==> src/rtl/buscaminas_pkg.sv <==
// Shared Buscaminas definitions: grid size, cell encodings and reveal FSM states.
package buscaminas_pkg;
   localparam int GRID_N = 8;

   typedef logic [1:0] celda_t;

   localparam celda_t CELDA_NEUTRA = 2'b00;
   localparam celda_t CELDA_MINA   = 2'b11;

   typedef enum logic [1:0] {
      IDLE = 2'd0,
      SCAN = 2'd1,
      DONE = 2'd2
   } estado_rev_t;
endpackage

==> src/rtl/revelar_casilla_calc_vecino.sv <==
// Maps a scan index (0 = centre, 1..8 = neighbours row-major) to a grid position.
// Combinational; positions off the grid are flagged, never wrapped.
module calc_vecino (
   input  logic [2:0] base_row,
   input  logic [2:0] base_col,
   input  logic [3:0] idx,
   output logic [2:0] tgt_row,
   output logic [2:0] tgt_col,
   output logic       in_bounds
);
   logic signed [3:0] dr;
   logic signed [3:0] dc;
   logic signed [3:0] r_s;
   logic signed [3:0] c_s;

   always_comb begin
      dr = 4'sd0;
      dc = 4'sd0;
      case (idx)
         4'd1: begin dr = -4'sd1; dc = -4'sd1; end
         4'd2: begin dr = -4'sd1; dc =  4'sd0; end
         4'd3: begin dr = -4'sd1; dc =  4'sd1; end
         4'd4: begin dr =  4'sd0; dc = -4'sd1; end
         4'd5: begin dr =  4'sd0; dc =  4'sd1; end
         4'd6: begin dr =  4'sd1; dc = -4'sd1; end
         4'd7: begin dr =  4'sd1; dc =  4'sd0; end
         4'd8: begin dr =  4'sd1; dc =  4'sd1; end
         default: begin dr = 4'sd0; dc = 4'sd0; end
      endcase
      r_s = signed'({1'b0, base_row}) + dr;
      c_s = signed'({1'b0, base_col}) + dc;
      // Results span -1..8; bit 3 is set exactly for -1 and 8.
      in_bounds = ~r_s[3] & ~c_s[3];
      tgt_row   = r_s[2:0];
      tgt_col   = c_s[2:0];
   end
endmodule

==> src/rtl/revelar_casilla.sv <==
// Reveal one cell: mine flag plus neighbour mine count, resp_valid 10 cycles after accept
// (2 for a mined centre under REVELAR_FIN_TEMPRANO_EN); one request in flight, result held until resp_ready.
module revelar_casilla
   import buscaminas_pkg::*;
(
   input  logic                                       clk,
   input  logic                                       reset,
   input  logic [0:GRID_N-1][0:GRID_N-1][1:0]         gridMinasIn,
   input  logic                                       req_valid,
   output logic                                       req_ready,
   input  logic [2:0]                                 req_row,
   input  logic [2:0]                                 req_col,
   output logic                                       resp_valid,
   input  logic                                       resp_ready,
   output logic [2:0]                                 resp_row,
   output logic [2:0]                                 resp_col,
   output logic                                       resp_mine,
   output logic [3:0]                                 resp_count
);
   estado_rev_t state_q, state_d;
   logic [3:0]  idx_q, idx_d;
   logic [2:0]  row_q, row_d;
   logic [2:0]  col_q, col_d;
   logic [3:0]  cnt_q, cnt_d;
   logic        mine_q, mine_d;
   logic        req_ready_q, req_ready_d;
   logic        resp_valid_q, resp_valid_d;
   logic [2:0]  resp_row_q, resp_row_d;
   logic [2:0]  resp_col_q, resp_col_d;
   logic        resp_mine_q, resp_mine_d;
   logic [3:0]  resp_count_q, resp_count_d;

   logic [2:0]  tgt_row;
   logic [2:0]  tgt_col;
   logic        in_bounds;
   logic        hit;

   calc_vecino u_calc_vecino (
      .base_row  (row_q),
      .base_col  (col_q),
      .idx       (idx_q),
      .tgt_row   (tgt_row),
      .tgt_col   (tgt_col),
      .in_bounds (in_bounds)
   );

   always_comb begin
      state_d      = state_q;
      idx_d        = idx_q;
      row_d        = row_q;
      col_d        = col_q;
      cnt_d        = cnt_q;
      mine_d       = mine_q;
      req_ready_d  = req_ready_q;
      resp_valid_d = resp_valid_q;
      resp_row_d   = resp_row_q;
      resp_col_d   = resp_col_q;
      resp_mine_d  = resp_mine_q;
      resp_count_d = resp_count_q;
      hit          = in_bounds && (gridMinasIn[tgt_row][tgt_col] == CELDA_MINA);

      case (state_q)
         IDLE: begin
            req_ready_d = 1'b1;
            if (req_ready_q && req_valid) begin
               row_d       = req_row;
               col_d       = req_col;
               cnt_d       = 4'd0;
               mine_d      = 1'b0;
               idx_d       = 4'd0;
               req_ready_d = 1'b0;
               state_d     = SCAN;
            end
         end
         SCAN: begin
            if (hit) begin
               if (idx_q == 4'd0) mine_d = 1'b1;
               else               cnt_d  = cnt_q + 4'd1;
            end
            if (idx_q == 4'd8) state_d = DONE;
            else               idx_d   = idx_q + 4'd1;
`ifdef REVELAR_FIN_TEMPRANO_EN
            if ((idx_q == 4'd0) && hit) state_d = DONE;
`endif
         end
         DONE: begin
            // Results are published on the first DONE cycle and frozen until taken.
            if (!resp_valid_q) begin
               resp_valid_d = 1'b1;
               resp_row_d   = row_q;
               resp_col_d   = col_q;
               resp_mine_d  = mine_q;
               resp_count_d = cnt_q;
            end else if (resp_ready) begin
               resp_valid_d = 1'b0;
               req_ready_d  = 1'b1;
               state_d      = IDLE;
            end
         end
         default: state_d = IDLE;
      endcase
   end

   always_ff @(posedge clk) begin
      if (!reset) begin
         state_q      <= IDLE;
         idx_q        <= 4'd0;
         row_q        <= 3'd0;
         col_q        <= 3'd0;
         cnt_q        <= 4'd0;
         mine_q       <= 1'b0;
         req_ready_q  <= 1'b0;
         resp_valid_q <= 1'b0;
         resp_row_q   <= 3'd0;
         resp_col_q   <= 3'd0;
         resp_mine_q  <= 1'b0;
         resp_count_q <= 4'd0;
      end else begin
         state_q      <= state_d;
         idx_q        <= idx_d;
         row_q        <= row_d;
         col_q        <= col_d;
         cnt_q        <= cnt_d;
         mine_q       <= mine_d;
         req_ready_q  <= req_ready_d;
         resp_valid_q <= resp_valid_d;
         resp_row_q   <= resp_row_d;
         resp_col_q   <= resp_col_d;
         resp_mine_q  <= resp_mine_d;
         resp_count_q <= resp_count_d;
      end
   end

   assign req_ready  = req_ready_q;
   assign resp_valid = resp_valid_q;
   assign resp_row   = resp_row_q;
   assign resp_col   = resp_col_q;
   assign resp_mine  = resp_mine_q;
   assign resp_count = resp_count_q;
endmodule

==> config.mk <==
export PLATFORM = sky130hd
export DESIGN_NAME = revelar_casilla
export DESIGN_NICKNAME = d
export VERILOG_FILES = /design/src/rtl/buscaminas_pkg.sv /design/src/rtl/revelar_casilla_calc_vecino.sv /design/src/rtl/revelar_casilla.sv
export SDC_FILE = /design/constraint.sdc
export NUM_CORES = 1
export LEC_CHECK = 0
export BUFFER_PORTS_ARGS = -buffer_cell sky130_fd_sc_hd__buf_4
export CAP_MARGIN = 20
export CORE_MARGIN = 2
export CORE_UTILIZATION = 47
export DETAILED_ROUTE_END_ITERATION = 7
export PLACE_DENSITY_LB_ADDON = 0.15
export SETUP_SLACK_MARGIN = 0.5
export SLEW_MARGIN = 20
export SYNTH_ARGS = -nofsm -noshare
export SYNTH_HDL_FRONTEND = slang
export SYNTH_SLANG_ARGS = --single-unit
==> constraint.sdc <==
create_clock -name clk -period 4.53 [get_ports clk]
set_input_delay 0.2265 -clock clk [delete_from_list [all_inputs] [get_ports clk]]
set_output_delay 0.2265 -clock clk [all_outputs]
set_load 0.1 [all_outputs]
==> out/metrics.yaml <==
cells_and_area:
  num_antenna_cells: 0
  seq_area_sq_um: 681
  fill_cells: 408
  multi_input_area_sq_um: 1630
  drive_gt1_frac: 0.363
  nNetsFinal: 613
  final_util: 0.731
  syn_to_final_growth_pct: 52.8
synthesis:
  synth_top_family_by_area: "simple AND/OR/NAND/NOR gates"
  synth_mux_area_frac: 0.0545
  synth_top_cell_by_area: "dfxtp_1"
  synth_cell_types: 50
  yosysSeqAreaShare: 0.282
  synth_fa_ha_area_frac: 0.0633
  synth_top_area_frac: 0.282
  synth_ff_type: "dfxtp_1"
  synth-compound-area-share: 0.238
  synthSimpleGateAreaFrac: 0.287
  synthCells: 320
  synth_area_sq_um: 2410
  async_reset_ff_frac: 0
  yosysWarnings: 0
  syn_nets: 469
  synth_seq_cells: 34
  synth.most_common_cell: "nand2_1"
  yosys-top-cells-count: "nand2_1 (56), nand3_1 (35), o21ai_0 (35), dfxtp_1 (34), nor2b_1 (13)"
  synth_edf_count: 0
  synth_xor_area_frac: 0.0322
  netlist_top_cells_area: "dfxtp_1 (28%), nand2_1 (8.7%), nand3_1 (7.3%), o21ai_0 (7.3%), mux2i_1 (5.0%)"
  syn_area_per_cell_sq_um: 7.54
floorplan:
  fp.dieH_um: 75.6
  start_util: 0.478
  fp.dieW_um: 75.6
  die_area_sq_um: 5720
  coreArea_sq_um: 5040
  fp-row-count: 26
  ios: 151
power:
  p_leak_nw: 1.63
  powerDensity_nw_per_um2: 236
  ir_drop_mv: 0.239
sta:
  min_period_over_period: 0.750
  hold_violations: 0
  tightest_slew_ns: 0.941
  clock_skew_ns: 0.00450
  fin_crit_ns: 3.40
  finalSetupViolCount: 0
  fmax_mhz: 294
  rsz0062_at_grt: "no"
  max_slew_margin: 0.373
  setup_tns_ns: 0
  drv_slew: 0
routing:
  routedWlPerCell_um: 14.1
  drt-pass1-iter-count: 4
  drc: 0
  wl_um: 7560
  post_drt_via_cell_ratio: 5.30
  ant_nets: 0
  via_count: 2834
  drt_iter0_markers: 196
global_routing:
  antenna_found_initial: 0
  grt_usage: 0.241
  grt_max_degree: 65
  grt_pass1_wl_um: 10500
  first_global_vias: 2386
  grt_remaining_overflow: 0
setup_path:
  worstPathRequired_ns: 4.75
  critPathLaunchType: "register"
  crit_fanout: 64
  worst-endpoint-arrival_ns: 3.62
  crit_path_end_kind: "register"
  crit_slowest_cell: "fa_2"
  cpPeakStageDelay_ns: 1.15
  cp_cell_sequence: "ha_1 > inv_1 > fa_2 > nand3_1 > a211oi_1 > a2111oi_1 > o221ai_1 > o221ai_2 > or4_1 > o21ai_1"
  critPathKind: "register to register"
cts:
  clock_path_buffers: 2
  cts_buffers: 5
  clock-root-buffer: "clkbuf_8"
  cts_tree: "built"
  cts_setup_buffers: 0
  worstSkewPairLatency_ns: 0.28
  ctsHoldBuffers: 0
  clk_pin_slew_worst_paths_ns: 0.07
  ctsResizeCount: 0
  clkSinkCount: 34
  cts-htree-levels: 2
hold_path:
  hold_path.class: "input port to register"
placed_design:
  gp_congestion: 0.866
  hpwl_um: 6050
  io_buffers: 150
job:
  maxCapViolCount: 0
run_status:
  status: "finished clean"
-- routing by layer --
layer	vias to the layer above	global-route usage	part of all wire
met1	1284	0.320	0.43
met2	97	0.397	0.49
met5	-	0	0
met3	11	0.0569	0.066
li1	1442	-	-
met4	0	0.0565	0.0091
-- where the power goes --
part | switching (W) | internal, W
logic | 0.000148 | 0.000147
clock network | 0.000106 | 0.000153
registers | 0.00000877 | 0.000309
total | 0.000263 | 0.000609
-- area by class of cell --
class / count / area share
timing repair buffer: 151 / 0.308
sequential: 34 / 0.185
multi-input combinational: 261 / 0.443
tap: 70 / 0.0238
inverter: 11 / 0.0112
clock buffer: 8 / 0.0299
-- registers in the layout, summed over array words and instances (netlist names) --
signal	cells
u_calc_vecino.dr	2
col_q	3
resp_valid	1
state_q	2
mine_q	1
resp_mine	1
row_q	3
u_calc_vecino.dc	2
idx_q	4
resp_count	4
resp_col	3
resp_row	3
req_ready	1
cnt_q	4
-- metrics by stage --
stage	std cells	setup WS, ns	hold WS [ns]	instance area [sq um]	total power, W
floorplan	320	1.92	0.371	2410	0.000488
CTS	535	1.12	0.192	3680	0.000874
finish	535	1.13	0.196	3690	0.000871
global placement	527	1.27	0.449	3570	0.000609
detailed placement	527	1.14	0.463	3570	0.000615
global route	535	0.920	0.198	3690	0.000920
-- cells in the final DEF (no fill, tap or decap), drive strengths merged, types with 7 or more instances in the layout --
| master | count |
|---|---|
| buf | 151 |
| nand2 | 56 |
| o21ai | 37 |
| nand3 | 35 |
| dfxtp | 34 |
| nor2b | 13 |
| nor2 | 13 |
| mux2i | 12 |
| inv | 11 |
| a21oi | 9 |
| ha | 9 |
| a21boi | 8 |
| clkbuf | 8 |
| a22oi | 7 |
-- critical path: cells and delay by family (launching register included) --
family / cells / cell delay [ns]
compound gates: 5 / 0.92
fa+ha+maj: 2 / 1.32
buf+inv: 1 / 0.05
flops: 1 / 0.35
simple gates: 2 / 0.68
-- worst paths after layout --
kind | startpoint | to | slack (ns) | cells after the start
max | row_q[0] | cnt_q[3] | 1.13 | 10
min | req_col[2] | col_q[2] | 0.20 | 3
max reg2reg | row_q[0] | cnt_q[3] | 1.13 | 10
min reg2reg | row_q[0] | row_q[0] | 0.49 | 2
-- cells by family after synthesis --
group	Yosys count
AND/OR/NAND/NOR	141
AO/OA/AOI/OAI	88
flip-flops	34
buffers and inverters	25
multiplexers	13
adder cells (fa/ha/maj)	11
XOR/XNOR	8
Note: power is estimated with default switching activity, not from simulation.
